==> config.mk <==
export PLATFORM = sky130hd
export DESIGN_NAME = alu_req_arbiter
export DESIGN_NICKNAME = d
export VERILOG_FILES = /design/src/rtl/alu_pkg.sv /design/src/rtl/alu_core.sv /design/src/rtl/alu_req_arbiter.sv
export SDC_FILE = /design/constraint.sdc
export NUM_CORES = 1
export LEC_CHECK = 0
export ABC_AREA = 1
export BUFFER_PORTS_ARGS = -buffer_cell sky130_fd_sc_hd__buf_2
export CAP_MARGIN = 20
export CELL_PAD_IN_SITES_DETAIL_PLACEMENT = 1
export CELL_PAD_IN_SITES_GLOBAL_PLACEMENT = 2
export CORE_MARGIN = 4
export CORE_UTILIZATION = 29
export DETAILED_ROUTE_END_ITERATION = 10
export PLACE_DENSITY = 0.85
export SLEW_MARGIN = 20
export SYNTH_ARGS = -nofsm -noshare
export SYNTH_HDL_FRONTEND = slang
export SYNTH_SLANG_ARGS = --single-unit
==> constraint.sdc <==
create_clock -name clk -period 2.46 [get_ports clk]
set_input_delay 0.246 -clock clk [delete_from_list [all_inputs] [get_ports clk]]
set_output_delay 0.246 -clock clk [all_outputs]
set_load 0.005 [all_outputs]
==> src/rtl/alu_pkg.sv <==
//------------------------------------------------------------------------------
// Module      : alu_pkg
// Description : Shared types and flag indices for the arbitrated ALU block.
// Revision    : 1.0 - initial release
//------------------------------------------------------------------------------
`default_nettype none

package alu_pkg;

    typedef enum logic [1:0] {
        OP_SUB = 2'd0,
        OP_AND = 2'd1,
        OP_XOR = 2'd2,
        OP_SHL = 2'd3
    } alu_op_t;

    typedef enum logic [1:0] {
        IDLE = 2'd0,
        EXEC = 2'd1,
        RESP = 2'd2
    } state_t;

    localparam int FLAG_N = 3;
    localparam int FLAG_Z = 2;
    localparam int FLAG_C = 1;
    localparam int FLAG_V = 0;
    localparam int FLAG_W = 4;

endpackage

`default_nettype wire

==> src/rtl/alu_core.sv <==
//------------------------------------------------------------------------------
// Module      : alu_core
// Description : Combinational N-bit SUB/AND/XOR/SHL unit producing {N,Z,C,V}.
// Revision    : 1.0 - initial release
//------------------------------------------------------------------------------
`default_nettype none

module alu_core
    import alu_pkg::*;
#(
    parameter int N = 6
) (
    input  logic [1:0]        i_op,
    input  logic [N-1:0]      i_a,
    input  logic [N-1:0]      i_b,
    output logic [N-1:0]      o_result,
    output logic [FLAG_W-1:0] o_flags
);

    alu_op_t        w_op;
    logic [N:0]     w_diff;
    logic [N:0]     w_shl;
    logic [N-1:0]   w_result;
    logic           w_carry;
    logic           w_ovf;

    assign w_op   = alu_op_t'(i_op);
    assign w_diff = {1'b0, i_a} - {1'b0, i_b};

    // Widening by one bit lets bit N catch A[N-B] for 1<=B<=N, and zero otherwise.
    assign w_shl  = {1'b0, i_a} << i_b;

    always_comb begin
        w_result = '0;
        w_carry  = 1'b0;
        w_ovf    = 1'b0;
        case (w_op)
            OP_SUB: begin
                w_result = w_diff[N-1:0];
                w_carry  = w_diff[N];
                w_ovf    = (i_a[N-1] ^ i_b[N-1]) & (w_diff[N-1] ^ i_a[N-1]);
            end
            OP_AND: begin
                w_result = i_a & i_b;
            end
            OP_XOR: begin
                w_result = i_a ^ i_b;
            end
            OP_SHL: begin
                w_result = w_shl[N-1:0];
                w_carry  = w_shl[N];
            end
            default: begin
                w_result = '0;
            end
        endcase
    end

    always_comb begin
        o_result         = w_result;
        o_flags          = '0;
        o_flags[FLAG_N]  = w_result[N-1];
        o_flags[FLAG_Z]  = (w_result == '0);
        o_flags[FLAG_C]  = w_carry;
        o_flags[FLAG_V]  = w_ovf;
    end

endmodule

`default_nettype wire

==> src/rtl/alu_req_arbiter.sv <==
//------------------------------------------------------------------------------
// Module      : alu_req_arbiter
// Description : Two-requester round-robin arbiter sequencing a shared ALU core.
// Revision    : 1.0 - initial release
//------------------------------------------------------------------------------
`default_nettype none

module alu_req_arbiter
    import alu_pkg::*;
#(
    parameter int N = 6
) (
    input  logic          clk,
    input  logic          rst,

    input  logic          req0_valid,
    output logic          req0_ready,
    input  logic [1:0]    req0_op,
    input  logic [N-1:0]  req0_a,
    input  logic [N-1:0]  req0_b,

    input  logic          req1_valid,
    output logic          req1_ready,
    input  logic [1:0]    req1_op,
    input  logic [N-1:0]  req1_a,
    input  logic [N-1:0]  req1_b,

    output logic          rsp_valid,
    input  logic          rsp_ready,
    output logic          rsp_id,
    output logic [N-1:0]  rsp_result,
    output logic [3:0]    rsp_flags
);

    state_t             r_state;
    state_t             w_next_state;

    logic               r_ptr;
    logic [1:0]         r_op;
    logic [N-1:0]       r_a;
    logic [N-1:0]       r_b;
    logic               r_id;

    logic               r_rsp_valid;
    logic               r_rsp_id;
    logic [N-1:0]       r_rsp_result;
    logic [FLAG_W-1:0]  r_rsp_flags;

    logic               w_any_valid;
    logic               w_sel;
    logic               w_accept;
    logic [N-1:0]       w_core_result;
    logic [FLAG_W-1:0]  w_core_flags;

    // Contention resolves to the pointer; otherwise whichever side is asking.
    assign w_any_valid = req0_valid | req1_valid;
    assign w_sel       = (req0_valid & req1_valid) ? r_ptr : req1_valid;
    assign w_accept    = (req0_ready & req0_valid) | (req1_ready & req1_valid);

    alu_core #(
        .N (N)
    ) u_alu_core (
        .i_op     (r_op),
        .i_a      (r_a),
        .i_b      (r_b),
        .o_result (w_core_result),
        .o_flags  (w_core_flags)
    );

    always_ff @(posedge clk) begin
        if (rst) begin
            r_state <= IDLE;
        end else begin
            r_state <= w_next_state;
        end
    end

    always_comb begin
        w_next_state = r_state;
        case (r_state)
            IDLE:    if (w_accept)  w_next_state = EXEC;
            EXEC:                   w_next_state = RESP;
            RESP:    if (rsp_ready) w_next_state = IDLE;
            default:                w_next_state = IDLE;
        endcase
    end

    always_comb begin
        req0_ready = 1'b0;
        req1_ready = 1'b0;
        if ((r_state == IDLE) && !rst && w_any_valid) begin
            if (w_sel) begin
                req1_ready = 1'b1;
            end else begin
                req0_ready = 1'b1;
            end
        end
    end

    always_ff @(posedge clk) begin
        if (rst) begin
            r_ptr        <= 1'b0;
            r_op         <= '0;
            r_a          <= '0;
            r_b          <= '0;
            r_id         <= 1'b0;
            r_rsp_valid  <= 1'b0;
            r_rsp_id     <= 1'b0;
            r_rsp_result <= '0;
            r_rsp_flags  <= '0;
        end else begin
            if (w_accept) begin
                r_op  <= w_sel ? req1_op : req0_op;
                r_a   <= w_sel ? req1_a  : req0_a;
                r_b   <= w_sel ? req1_b  : req0_b;
                r_id  <= w_sel;
                r_ptr <= ~w_sel;
            end
            if (r_state == EXEC) begin
                r_rsp_valid  <= 1'b1;
                r_rsp_id     <= r_id;
                r_rsp_result <= w_core_result;
                r_rsp_flags  <= w_core_flags;
            end
            if ((r_state == RESP) && rsp_ready) begin
                r_rsp_valid <= 1'b0;
            end
        end
    end

    assign rsp_valid  = r_rsp_valid;
    assign rsp_id     = r_rsp_id;
    assign rsp_result = r_rsp_result;
    assign rsp_flags  = r_rsp_flags;

endmodule

`default_nettype wire

==> metrics.txt, run 1 <==
TNS Setup 0 ns; Hold Path Stages 2; H-tree lvl count 2; status finished clean; sequential area share after synthesis between 30% and 40%; HP Start rsp_ready; Vias/cell 4.94; final hold vios 0; Distinct cells, synth 34; synthesized instance count roughly 270; r2r startpoint r_a[0]; largest cells by area after synthesis dfxtp_1, nand2_1, ha_1, a21oi_1, nand3_1; number of buffers created by CTS 5; placed cell areas 0.00222 mm^2; Worst Skew 0.00816 ns; Post-layout nets between 300 and 400; Yosys reg bits 29; RSZ-0062 raised after global routing no; post-CTS sizing 0; first-pass GRT wire length ~9500 um; first drt pass iteration count 4; Max Cap Violations 0; Final period util 81.4%; initial antenna violation count 0; Max IR drop VDD roughly 270 uV; Least-Margin Pin Slew around 0.66 ns; grt met3 use a little over 3%; Clock Pin Slew Worst Setup and Hold Paths roughly 0.060 ns; Yosys Warn Count 0; Setup crit start kind flop; WHS Endpoint rsp_valid; CTS Sinks 29; area delta synth->final 21.1%; grt met1 use around a fifth; minimum clock period about 2 ns; most numerous cell in the Yosys netlist nand2_1; FF-to-FF End rsp_flags[1]; Die Y-Extent slightly below 90 um; Min-Delay Path Class in -> reg; largest net degree at the start of global routing 19; list of most frequent post-synthesis cells nand2_1, dfxtp_1, a21oi_1, nand3_1, inv_1; kind of critical path reg -> reg; DR vias 1,942; Req. time, crit path between 2 and 3 ns; count of flip-flops with a built-in enable after synthesis 0; I/O pins 47; fin. max-slew vios 0; P per Cell Area approximately 640 mW/mm^2; CTS Root Cell clkbuf_8; Worst setup EP type flop; mean post-synth cell area just over 7 um^2; fraction of registers with async set/reset 0%; chip width between 80 and 90 um; syn nets about 320; HPWL Detailed between 4000 and 5000 um; Rows 29; routing usage on met2 between 20% and 30%; drt initial violations between 100 and 150; most area-hungry cell type in the Yosys netlist dfxtp_1; cts hold-fix bufs 0; share of layout cells above drive strength 1 25.3%; number of diodes 0; LEAKAGE ~1.1 nW; Register-to-Register Path Depth 9; grt peak-use layer met2; R2R setup slack 0.46 ns; vias in the first global route approximately 2.0k; GRT overflow 0; Routed Antenna Nets 0; die footprint about 0.008 mm^2; DRC Markers 0; crit path DAT roughly 2.2 ns; GRT Resource Usage Total between 15 and 20%; GPL Wtd Cong around 0.87; effective utilization at floorplan slightly above 30%; largest buffer count on any clock path 2; core area 0.00639 mm^2; Clock Latency Late Sink approximately 0.28 ns; port buffer count 46; Routed WL around 5400 um; number of post-CTS setup repair buffers 0; Max Clk Rate about 0.5 GHz; Slew HR 56.1%; Yosys top cell area share about 30%; routed len/inst about 14 um; CTS tree done; largest fanout on the critical path 6; Finish-stage setup viols 0; Synth Cell Area around 0.0019 mm^2; prevailing post-synth register cell dfxtp_1; design area about 0.0023 mm^2
-- where the power goes --
part           leakage [nW]  switching (W)  internal (W)
Combinational         0.771       0.000257      0.000167
Clock                0.0585       0.000184      0.000330
Sequential            0.238      0.0000383      0.000511
Total                  1.07       0.000479       0.00101
-- how the worst max path moves through the flow --
stage,start,slack (ns),cells after the start,endpoint
floorplan,r_a[0],0.66,9,rsp_flags[1]
global placement,r_a[0],0.50,9,rsp_flags[1]
detailed placement,r_a[0],0.45,9,rsp_flags[1]
CTS,r_state[1],0.41,4,req1_ready
global route,r_a[0],0.25,9,rsp_flags[2]
finish,r_a[0],0.46,9,rsp_flags[1]
-- state kept, by name (all words and copies together), names as in the netlist --
register,flops
rsp_result,6
r_id,1
rsp_flags,3
r_ptr,1
r_b,6
r_state,2
r_a,6
rsp_valid,1
rsp_id,1
r_op,2
-- cell families after synthesis --
group / count (synthesis) / share of synthesized area [%]
adders and majority gates: 17 / 11.4
DFF: 29 / 30.1
xor gates and xnor gates: 2 / 0.909
buffers and inverters: 36 / 8.70
and+or+nand+nor: 116 / 28.3
AOI/OAI and AO/OA: 68 / 20.6
-- stage by stage --
| stage | utilization, % | hold WS [ns] | cells | total power [W] | worst slack, ns |
|---|---|---|---|---|---|
| finish | 36.6 | 0.167 | 393 | 0.00149 | 0.457 |
| global route | 36.6 | 0.176 | 393 | 0.00160 | 0.254 |
| CTS | 36.6 | 0.160 | 393 | 0.00151 | 0.409 |
| detailed placement | 34.7 | 0.465 | 385 | 0.000989 | 0.451 |
| global placement | 34.7 | 0.455 | 385 | 0.000983 | 0.500 |
| floorplan | - | 0.356 | 268 | 0.000863 | 0.655 |
-- cells in the final DEF, fill, tap and decap left out, types with 4 or more instances in the layout --
| cell type | netlist | routed |
|---|---|---|
| buf_4 | 4 | 5 |
| a31oi_1 | 9 | 9 |
| a21oi_1 | 25 | 25 |
| a22oi_1 | 7 | 7 |
| dfxtp_1 | 29 | 29 |
| buf_2 | 2 | 46 |
| nor2_1 | 9 | 9 |
| nand2_1 | 66 | 66 |
| nand3_2 | 4 | 4 |
| ha_1 | 16 | 16 |
| o21ai_0 | 15 | 15 |
| clkbuf_8 | 0 | 6 |
| inv_1 | 20 | 20 |
| nand3_1 | 22 | 22 |
| inv_2 | 5 | 5 |
-- metal layers --
layer / vias up / wire [um]
met5: - / 0
met4: 0 / 73
met3: 7 / 250
met2: 47 / 2490
met1: 891 / 2610
li1: 997 / -
-- worst max-delay path, stage by stage (launching register included) --
cell and delay [ns]:
dfxtp_1 0.43, inv_1 0.07, ha_1 0.23, fa_1 0.41, o21ai_0 0.29, a21oi_1 0.10, o21ai_0 0.15, o21bai_1 0.09
nand2_1 0.06, a21oi_1 0.05
-- final cells by class --
| class | count | area [um^2] |
|---|---|---|
| Inverter | 25 | 93.8 |
| Tap cell | 77 | 96.3 |
| Clock buffer | 7 | 86.3 |
| Timing Repair Buffer | 51 | 268 |
| Multi-Input combinational cell | 203 | 1180 |
| Sequential cell | 29 | 581 |
| Fill cell | 830 | 4050 |
| Clock inverter | 1 | 30.0 |
(Power assumes the default switching activity.)
==> inputs of run 2 (changes only) <==
==> constraint.sdc (replaced) <==
create_clock -name clk -period 2 [get_ports clk]
set_input_delay 0.2 -clock clk [delete_from_list [all_inputs] [get_ports clk]]
set_output_delay 0.2 -clock clk [all_outputs]
set_load 0.005 [all_outputs]
==> metrics.txt, run 2 (synthesis results as in run 1) <==
Register-to-Register Path Depth 10 (+1); P per Cell Area 778 mW/mm^2 (+22%); routing usage on met2 26.1% (+1.8 points); GRT overflow 0 (unchanged); GPL Wtd Cong 0.796 (-8.6%); RSZ-0062 raised after global routing no; grt met1 use 20.9% (+0.63 points); utilization after layout 37.2% (+0.63 points); share of layout cells above drive strength 1 27.1% (+1.8 points); CP Capture Point req1_ready; drt initial violations 94 (-32%); I/O pins 47 (unchanged); Min-Delay Path Class in -> reg; Top delay family on crit path simple AND/OR/NAND/NOR gates; Vias/cell 4.95 (+0.17%); status finished clean; Slew HR 63.4% (+7.3 points); CTS tree done; Routed WL 5760 um (+6.3%); kind of critical path reg -> out; CTS Root Cell clkbuf_8; Setup crit start kind flop; Req. time, crit path 1.80 ns (-0.82 ns); effective utilization at floorplan 30.2% (unchanged); initial antenna violation count 0 (unchanged); TNS Setup 0 ns (unchanged); design area 0.00237 mm^2 (+1.7%); max incr delay on CP 0.45 ns (+0.02 ns); Rows 29 (unchanged); Routed Antenna Nets 0 (unchanged); number of buffers created by CTS 5 (unchanged); Clock Latency Late Sink 0.28 ns (about the same); FF-to-FF End rsp_flags[2]; Worst Skew 0.00915 ns (+0.000989 ns); vias in the first global route 2,067 (+2.3%); CP Depth 4 (-5); DRC Markers 0 (unchanged); chip width 89.5 um (unchanged); commonest cells after routing, fill and taps aside nand2_1, buf_2, dfxtp_1; r2r startpoint r_b[2]; grt met3 use 2.95% (-0.092 points); first drt pass iteration count 4 (unchanged); number of diodes 0 (unchanged); LEAKAGE 1.09 nW (+2.3%); CTS Sinks 29 (unchanged); WP buf/inv 1 (unchanged); number of post-CTS setup repair buffers 0 (unchanged); core area 0.00639 mm^2 (unchanged); area delta synth->final 23.2%; Least-Margin Pin Slew 0.548 ns (-0.110 ns); final hold vios 0 (unchanged); port buffer count 46 (unchanged); fin. max-slew vios 0 (unchanged); Cell Chain, Critical Path nor3_2 -> o21ai_2 -> nor2_2 -> buf_2; HPWL Detailed 4720 um (+6.9%); Final period util 93.7%; GRT Resource Usage Total 15.8% (+0.69 points); Max Clk Rate approximately 0.53 GHz; Max IR drop VDD 465 uV (+69%); Min Hold Slack 0.124 ns (-0.0430 ns); Clock Pin Slew Worst Setup and Hold Paths 0.07 ns (about the same); die footprint 0.00802 mm^2 (unchanged); routed len/inst 14.5 um (+5.0%); Die Y-Extent 89.5 um (unchanged); most common cell after layout, fill and taps aside nand2_1; H-tree lvl count 2 (unchanged); slowest CP cell nor2_2; Finish-stage setup viols 0 (unchanged); grt peak-use layer met2; R2R setup slack 0.20 ns (-0.26 ns); Critical Path Start r_state[1]; fin cells 398 (+1.3%); DR vias 1,970 (+1.4%); largest net degree at the start of global routing 18 (-1); minimum clock period between 1.5 and 2 ns; largest fanout on the critical path 13 (+7); first-pass GRT wire length 9860 um (+4.2%); crit path DAT 1.67 ns (-0.49 ns); Worst setup EP type primary output; Post-layout nets 370 (+1.4%); # placed instances 390 (+1.3%); Max Cap Violations 0 (unchanged); largest buffer count on any clock path 2 (unchanged); placed cell areas 0.00226 mm^2 (+1.7%)
## run 2: cell count changes in the layout (fill, tap and decap cells not counted)
cell / previous run / this run
o21ai_0: 15 / 14
dfxtp_2: 0 / 2
buf_4: 5 / 10
dfxtp_1: 29 / 27
o21ai_1: 3 / 4
## run 2: cell type report
class	count	area (um^2)
fillers	827	4010
multi-input cells	203	1180
flip-flops and latches	29	583
repair buffers	56	305
well taps	77	96.3
inverters	25	93.8
clock buffers	7	86.3
clock inverters	1	30.0
## run 2: where the power goes
part / total [W] / internal, W / switching (W)
clock network: 0.000630 / 0.000406 / 0.000224
logic: 0.000544 / 0.000217 / 0.000327
registers: 0.000674 / 0.000629 / 0.0000445
## run 2: how the worst min path moves through the flow
stage / startpoint / to / slack [ns] / depth (start not counted)
after CTS: rsp_ready / rsp_valid / 0.12 / 2
final: rsp_ready / rsp_valid / 0.12 / 2
after global routing: rsp_ready / rsp_valid / 0.13 / 2
after floorplan: rsp_ready / rsp_valid / 0.31 / 1
after detailed placement: rsp_ready / rsp_valid / 0.42 / 2
after global placement: rsp_ready / rsp_valid / 0.41 / 2
## run 2: metal layers
layer / vias to the layer above / wire length (um) / share of wire (%)
met5: - / 0 / 0
met4: 0 / 70 / 1.2
met3: 7 / 220 / 3.8
met2: 45 / 2690 / 47
met1: 912 / 2770 / 48
li1: 1006 / - / -
## run 2: per-stage QoR
step / setup WS, ns / power, W
2_1_floorplan: 0.195 / 0.00106
3_3_place_gp: 0.168 / 0.00122
3_5_place_dp: 0.107 / 0.00123
4_1_cts: 0.0958 / 0.00187
5_1_grt: 0.0104 / 0.00198
6_report: 0.125 / 0.00185
## run 2: timing repair
item | 4_1_cts | 5_1_grt
hold buffers | 0 | 0
endpoints found under the setup margin | 0 | 3
gates resized for setup | 0 | 3
